[src/rtl/dcache_pkg.sv]
// Shared field widths, FSM encoding and set metadata for the direct-mapped data cache.
// Address split: tag [31:9], index [8:5], word select [4:2], byte offset [1:0].
package dcache_pkg;

  localparam int TAG_W     = 23;
  localparam int IDX_W     = 4;
  localparam int OFF_W     = 5;
  localparam int WSEL_W    = 3;
  localparam int WORD_W    = 32;
  localparam int LINE_BITS = 256;

  typedef enum logic [1:0] {
    ST_IDLE      = 2'd0,
    ST_WRITEBACK = 2'd1,
    ST_ALLOCATE  = 2'd2,
    ST_REFILL    = 2'd3
  } state_t;

  typedef struct packed {
    logic             valid;
    logic             dirty;
    logic [TAG_W-1:0] tag;
  } meta_t;

  function automatic logic [31:0] line_addr(input logic [TAG_W-1:0] tag,
                                            input logic [IDX_W-1:0] idx);
    return {tag, idx, {OFF_W{1'b0}}};
  endfunction

endpackage

[src/rtl/dcache_sram.sv]
// Tag/valid/dirty/data storage: async read of the indexed set, sync line fill or word write.
// Only valid/dirty are reset; a line fill takes priority over a word write.
module dcache_sram
  import dcache_pkg::*;
#(
  parameter int NUM_SETS  = 2 ** IDX_W,
  parameter int LINE_BITS = dcache_pkg::LINE_BITS
) (
  input  logic                 clk_i,
  input  logic                 rst_i,
  input  logic [IDX_W-1:0]     idx,
  output meta_t                rd_meta,
  output logic [LINE_BITS-1:0] rd_line,
  input  logic                 line_we,
  input  logic [TAG_W-1:0]     line_tag,
  input  logic [LINE_BITS-1:0] line_dat,
  input  logic                 word_we,
  input  logic [WSEL_W-1:0]    word_sel,
  input  logic [WORD_W-1:0]    word_dat
);

  logic [NUM_SETS-1:0]  valid_q;
  logic [NUM_SETS-1:0]  dirty_q;
  logic [TAG_W-1:0]     tag_q  [NUM_SETS];
  logic [LINE_BITS-1:0] data_q [NUM_SETS];

  always_ff @(posedge clk_i) begin
    if (!rst_i) begin
      valid_q <= '0;
      dirty_q <= '0;
    end else if (line_we) begin
      valid_q[idx] <= 1'b1;
      dirty_q[idx] <= 1'b0;
    end else if (word_we) begin
      dirty_q[idx] <= 1'b1;
    end
  end

  // Payload arrays carry no reset; valid_q alone decides whether they mean anything.
  always_ff @(posedge clk_i) begin
    if (line_we) begin
      tag_q[idx]  <= line_tag;
      data_q[idx] <= line_dat;
    end else if (word_we) begin
      data_q[idx][word_sel*WORD_W +: WORD_W] <= word_dat;
    end
  end

  assign rd_meta.valid = valid_q[idx];
  assign rd_meta.dirty = dirty_q[idx];
  assign rd_meta.tag   = tag_q[idx];
  assign rd_line       = data_q[idx];

endmodule

[src/rtl/dcache_controller.sv]
// Direct-mapped write-back/write-allocate data cache: hits serve in the same cycle with no stall.
// A miss stalls the CPU for one memory latency (clean victim) or two (dirty victim) plus 2 cycles.
module dcache_controller
  import dcache_pkg::*;
#(
  parameter int NUM_SETS  = 2 ** IDX_W,
  parameter int LINE_BITS = dcache_pkg::LINE_BITS
) (
  input  logic                 clk_i,
  input  logic                 rst_i,
  input  logic                 cpu_req_i,
  input  logic                 cpu_we_i,
  input  logic [31:0]          cpu_addr_i,
  input  logic [31:0]          cpu_data_i,
  output logic [31:0]          cpu_data_o,
  output logic                 cpu_stall_o,
  output logic                 mem_enable_o,
  output logic                 mem_write_o,
  output logic [31:0]          mem_addr_o,
  output logic [LINE_BITS-1:0] mem_data_o,
  input  logic [LINE_BITS-1:0] mem_data_i,
  input  logic                 mem_ack_i
);

  state_t               state_q, state_d;
  meta_t                rd_meta;
  logic [LINE_BITS-1:0] rd_line;
  logic                 line_we, word_we, hit;
  logic [TAG_W-1:0]     cpu_tag;
  logic [IDX_W-1:0]     cpu_idx;
  logic [WSEL_W-1:0]    cpu_wsel;
  logic [WORD_W-1:0]    hit_word;
  logic                 addr_unused;

  assign cpu_tag     = cpu_addr_i[OFF_W+IDX_W +: TAG_W];
  assign cpu_idx     = cpu_addr_i[OFF_W +: IDX_W];
  assign cpu_wsel    = cpu_addr_i[2 +: WSEL_W];
  assign addr_unused = ^cpu_addr_i[1:0];

  assign hit      = cpu_req_i && rd_meta.valid && (rd_meta.tag == cpu_tag);
  assign hit_word = rd_line[cpu_wsel*WORD_W +: WORD_W];

  dcache_sram #(
    .NUM_SETS  (NUM_SETS),
    .LINE_BITS (LINE_BITS)
  ) u_sram (
    .clk_i    (clk_i),
    .rst_i    (rst_i),
    .idx      (cpu_idx),
    .rd_meta  (rd_meta),
    .rd_line  (rd_line),
    .line_we  (line_we),
    .line_tag (cpu_tag),
    .line_dat (mem_data_i),
    .word_we  (word_we),
    .word_sel (cpu_wsel),
    .word_dat (cpu_data_i)
  );

  always_ff @(posedge clk_i) begin
    if (!rst_i) state_q <= ST_IDLE;
    else        state_q <= state_d;
  end

  // CPU inputs are held stable while stalled, so the index/tag always name the pending access.
  always_comb begin
    state_d      = state_q;
    cpu_stall_o  = 1'b0;
    cpu_data_o   = '0;
    mem_enable_o = 1'b0;
    mem_write_o  = 1'b0;
    mem_addr_o   = '0;
    mem_data_o   = '0;
    line_we      = 1'b0;
    word_we      = 1'b0;
    case (state_q)
      ST_IDLE: begin
        if (hit) begin
          if (cpu_we_i) word_we    = 1'b1;
          else          cpu_data_o = hit_word;
        end else if (cpu_req_i) begin
          cpu_stall_o = 1'b1;
          state_d     = (rd_meta.valid && rd_meta.dirty) ? ST_WRITEBACK : ST_ALLOCATE;
        end
      end
      ST_WRITEBACK: begin
        cpu_stall_o  = 1'b1;
        mem_enable_o = 1'b1;
        mem_write_o  = 1'b1;
        mem_addr_o   = line_addr(rd_meta.tag, cpu_idx);
        mem_data_o   = rd_line;
        if (mem_ack_i) state_d = ST_ALLOCATE;
      end
      ST_ALLOCATE: begin
        cpu_stall_o  = 1'b1;
        mem_enable_o = 1'b1;
        mem_addr_o   = line_addr(cpu_tag, cpu_idx);
        if (mem_ack_i) begin
          line_we = 1'b1;
          state_d = ST_REFILL;
        end
      end
      ST_REFILL: begin
        cpu_stall_o = 1'b1;
        state_d     = ST_IDLE;
      end
      default: state_d = ST_IDLE;
    endcase
    // Reset overrides everything: quiet outputs and no array writes.
    if (!rst_i) begin
      state_d      = ST_IDLE;
      cpu_stall_o  = 1'b0;
      cpu_data_o   = '0;
      mem_enable_o = 1'b0;
      mem_write_o  = 1'b0;
      mem_addr_o   = '0;
      mem_data_o   = '0;
      line_we      = 1'b0;
      word_we      = 1'b0;
    end
  end

endmodule

[config.mk]
export PLATFORM = sky130hd
export DESIGN_NAME = dcache_controller
export DESIGN_NICKNAME = d
export VERILOG_FILES = /design/src/rtl/dcache_pkg.sv /design/src/rtl/dcache_sram.sv /design/src/rtl/dcache_controller.sv
export SDC_FILE = /design/constraint.sdc
export NUM_CORES = 2
export LEC_CHECK = 0
export CORE_AREA = 2 2 558 560
export CTS_CLUSTER_SIZE = 20
export DETAILED_ROUTE_END_ITERATION = 10
export DIE_AREA = 0 0 560 562
export GPL_ROUTABILITY_DRIVEN = 0
export PLACE_DENSITY = 0.77
export SETUP_SLACK_MARGIN = 0.2
export SLEW_MARGIN = 10
export SYNTH_ARGS = -nofsm -noshare
export SYNTH_HDL_FRONTEND = slang
export SYNTH_MEMORY_MAX_BITS = 65536
export SYNTH_SLANG_ARGS = --single-unit
[constraint.sdc]
create_clock -name clk_i -period 12.44 [get_ports clk_i]
set_input_delay 1.244 -clock clk_i [delete_from_list [all_inputs] [get_ports clk_i]]
set_output_delay 1.244 -clock clk_i [all_outputs]
set_load 0.005 [all_outputs]
==> flow_summary.json <==
{
  "outcome": "finished, final reports clean",
  "antenna_found_initial": 109,
  "clkLatencyLatePin_ns": 1.02,
  "overflow": 0,
  "synth_enable_flop_cells": 4464,
  "cts-root-buf": "clkbuf_16",
  "worstPathMaxFanout": 79,
  "grt.total_usage": 0.353,
  "finalCritPeriodShare": 0.711,
  "grt_pass1_wl_mm": 756,
  "syn_inst": 7817,
  "vdd.ir_drop.worst_v": 0.000143,
  "htreeDepth": 5,
  "required_ns": 11.20,
  "synth_area_sq_um": 178000,
  "crit_start": "cpu_addr_i[6]",
  "ys_types": 63,
  "p_per_area_nw_per_um2": 158,
  "drt-pass1-iter-count": 6,
  "crit_slowest_cell": "buf_4",
  "grt_busiest_layer": "met2",
  "grt_pass1_vias": 91600,
  "use_met1": 0.455,
  "setup_violations": 0,
  "clockBufferDepth": 4,
  "path_clk_slew_ns": 0.06,
  "rr_worst_depth": 12,
  "ioPinCount": 648,
  "hold_ws_ns": 0.461,
  "remaining_drc_errors": 0,
  "hp-class": "reg2reg",
  "synth_seq_cells": 4498,
  "drt-initial-drc-count": 17400,
  "cts-resized-gates": 0,
  "post_drt_wl_per_cell_microns": 42.1,
  "areaGrowthSynthToFinish_pct": 15.4,
  "cts_tree": "done",
  "die_area_sq_um": 315000,
  "r2r_start": "u_sram.tag_q[11][8]",
  "maxCapViolations": 0,
  "crit_buf_inv": 4,
  "vias": 95300,
  "postCtsSetupRepairBufs": 0,
  "io_buffers": 640,
  "timing.fmax_mhz": 113,
  "worst_pin_slew_ns": 1.35,
  "critical-path-top-delay-family": "buffers and inverters",
  "syn_avg_cell_area_sq_um": 22.8,
  "fp.dieH_microns": 562,
  "r2r_slack_ns": 6.92,
  "grt_start_max_net_pins": 137,
  "drive_gt1_frac": 0.302,
  "async_reset_ff_frac": 0,
  "worstPathArrival_ns": 7.60,
  "hpwl_mm": 314,
  "yosysWarningCount": 0,
  "ys.flop_type": "edfxtp_1",
  "hold_viol_final": 0,
  "final_net_count": 8987,
  "maxSlewHeadroom": 0.0854,
  "num_rows": 204,
  "grt_use_met2": 0.507,
  "start_util": 0.579,
  "cp_cell_sequence": "buf_8 -> buf_4 -> nand2b_1 -> o22ai_1 -> nor3_1 -> o41ai_1 -> nand4_1 -> nor3_1 -> nand4_1 -> buf_4 -> a21oi_1 -> clkdlybuf4s50_1",
  "end_kind": "output port",
  "crit_type": "in2out",
  "slew_violations": 0,
  "numCtsBuffers": 432,
  "vias_per_cell": 7.18,
  "core_sq_um": 308000,
  "ant_nets": 0,
  "drt_wl_total_mm": 559,
  "num-fill-cells": 18400,
  "startpoint_type": "input pin",
  "power.leakage_nw": 64.1,
  "ys_seq_area_frac": 0.755,
  "reg2reg_to": "u_sram.data_q[0][101]",
  "cpPeakStageDelay_ns": 0.84,
  "use_met3": 0.111,
  "finClkSkew_ns": 0.0752,
  "min_path_cells": 2,
  "die_w_microns": 560,
  "finalCriticalPeriod_ns": 8.84,
  "setup_tns_ns": 0,
  "cts-hold-fix-buffers": 0,
  "clock-sinks": 4498,
  "rsz0062_at_grt": "false"
}
-- worst register-to-register path, cell delays in order, from the launching register on --
cell	delay [ns]
edfxtp_1	0.36
mux2_2	0.27
o22ai_1	0.28
nor3_1	0.10
o41ai_1	0.64
nand4_1	0.43
nor4_4	0.39
buf_4	0.41
nand4_4	0.13
buf_4	0.32
buf_4	0.44
a21oi_4	0.78
buf_4	0.55
-- cell type report --
type / instances / area [sq um] / area share
Sequential cell: 4498 / 135000 / 0.654
Multi-Input combinational cell: 2774 / 43100 / 0.209
Clock buffer: 523 / 11300 / 0.0547
Timing Repair Buffer: 877 / 8280 / 0.0402
Tap cell: 4120 / 5150 / 0.0250
Clock inverter: 275 / 2860 / 0.0139
Antenna cell: 137 / 343 / 0.00166
Inverter: 73 / 284 / 0.00138
-- cells in the final DEF, fill, tap and decap left out, drive strengths merged, types with 28 or more instances in the layout --
cell type         n
and2            281
clkinv          208
nand2           177
nor2b            33
clkdlybuf4s50   611
mux2            260
bufinv           48
nand4            28
inv              82
edfxtp         4464
a21oi           188
buf             266
nor2             89
dfxtp            34
mux2i            82
diode           137
mux4           1425
clkbuf          523
-- kinds of logic after synthesis --
family                   after synthesis  share of synthesized area
XOR/XNOR                              22                    0.00108
flip-flops                          4498                      0.755
AND/OR/NAND/NOR                      682                     0.0202
buffers and inverters                549                     0.0131
multiplexers                        1767                      0.201
other                                  1                  0.0000210
AO/OA/AOI/OAI                        292                    0.00951
adder cells (fa/ha/maj)                6                   0.000421
-- registers in the layout, indices dropped and copies added, names as in the netlist, named ones only --
name            flops
u_sram.data_q    4096
state_q             2
u_sram.tag_q      368
u_sram.valid_q     16
-- worst max path at each step --
stage | to | slack (ns) | cells past startpoint
3_3_place_gp | cpu_data_o[28] | 4.15 | 12
4_1_cts | cpu_data_o[28] | 4.09 | 12
3_5_place_dp | cpu_data_o[28] | 4.12 | 12
6_report | cpu_data_o[28] | 3.60 | 12
2_1_floorplan | u_sram.data_q[10][0] | 6.40 | 14
5_1_grt | cpu_data_o[28] | 3.63 | 12
-- per-layer routing --
layer,vias to the layer above,share of wire,wire [microns]
li1,35000,-,-
met1,49300,0.31,176000
met2,9403,0.46,255000
met3,1599,0.15,82800
met4,54,0.080,44700
met5,-,0.00061,341
-- report_power, final --
| group | switching [mW] | leakage [nW] | total (mW) | internal [mW] |
|---|---|---|---|---|
| Clock | 5.78 | 6.88 | 13.2 | 7.46 |
| Sequential | 0.0273 | 40.4 | 16.8 | 16.8 |
| Combinational | 1.60 | 16.9 | 2.52 | 0.921 |
-- metrics by stage --
stage	utilization	power [mW]	instances	cell area (sq um)	worst slack [ns]
after CTS	0.667	32.4	13100	206000	4.09
after floorplan	-	18.3	7821	178000	6.40
after global routing	0.667	33.1	13200	206000	3.63
after detailed placement	0.621	19.5	12300	191000	4.12
final	0.668	32.5	13300	206000	3.60
after global placement	0.621	19.4	12300	191000	4.15
-- synth_stat cells, types with 4 or more instances --
cell type  number  area [sq um]
edfxtp_1     4464        134000
mux4_2       1425         32100
clkbuf_1      289          1080
and2_1        280          1750
mux2_2        254          2860
a21oi_1       188           941
nand2_1       177           664
buf_2         133           666
nor2_1         89           334
mux2i_1        82           821
inv_1          70           263
dfxtp_1        34           681
buf_1          33           124
nor2b_1        33           206
nand4_1        27           169
o22ai_1        24           150
nor3_1         22           110
nand3_1        17          85.1
a22oi_1        15           113
o21ai_0        13          65.1
buf_4          12          90.1
xor2_1         12           105
nand2b_1       10          62.6
xnor2_1        10          87.6
buf_6           9           101
a32oi_1         7          61.3
ha_1            6          75.1
mux2_1          6          67.6
a211oi_1        5          37.5
and3_1          5          31.3
a31oi_1         4          25.0
o211ai_1        4          30.0
o21a_1          4          30.0
or2_2           4          25.0
Note: power is estimated with default switching activity, not from simulation.
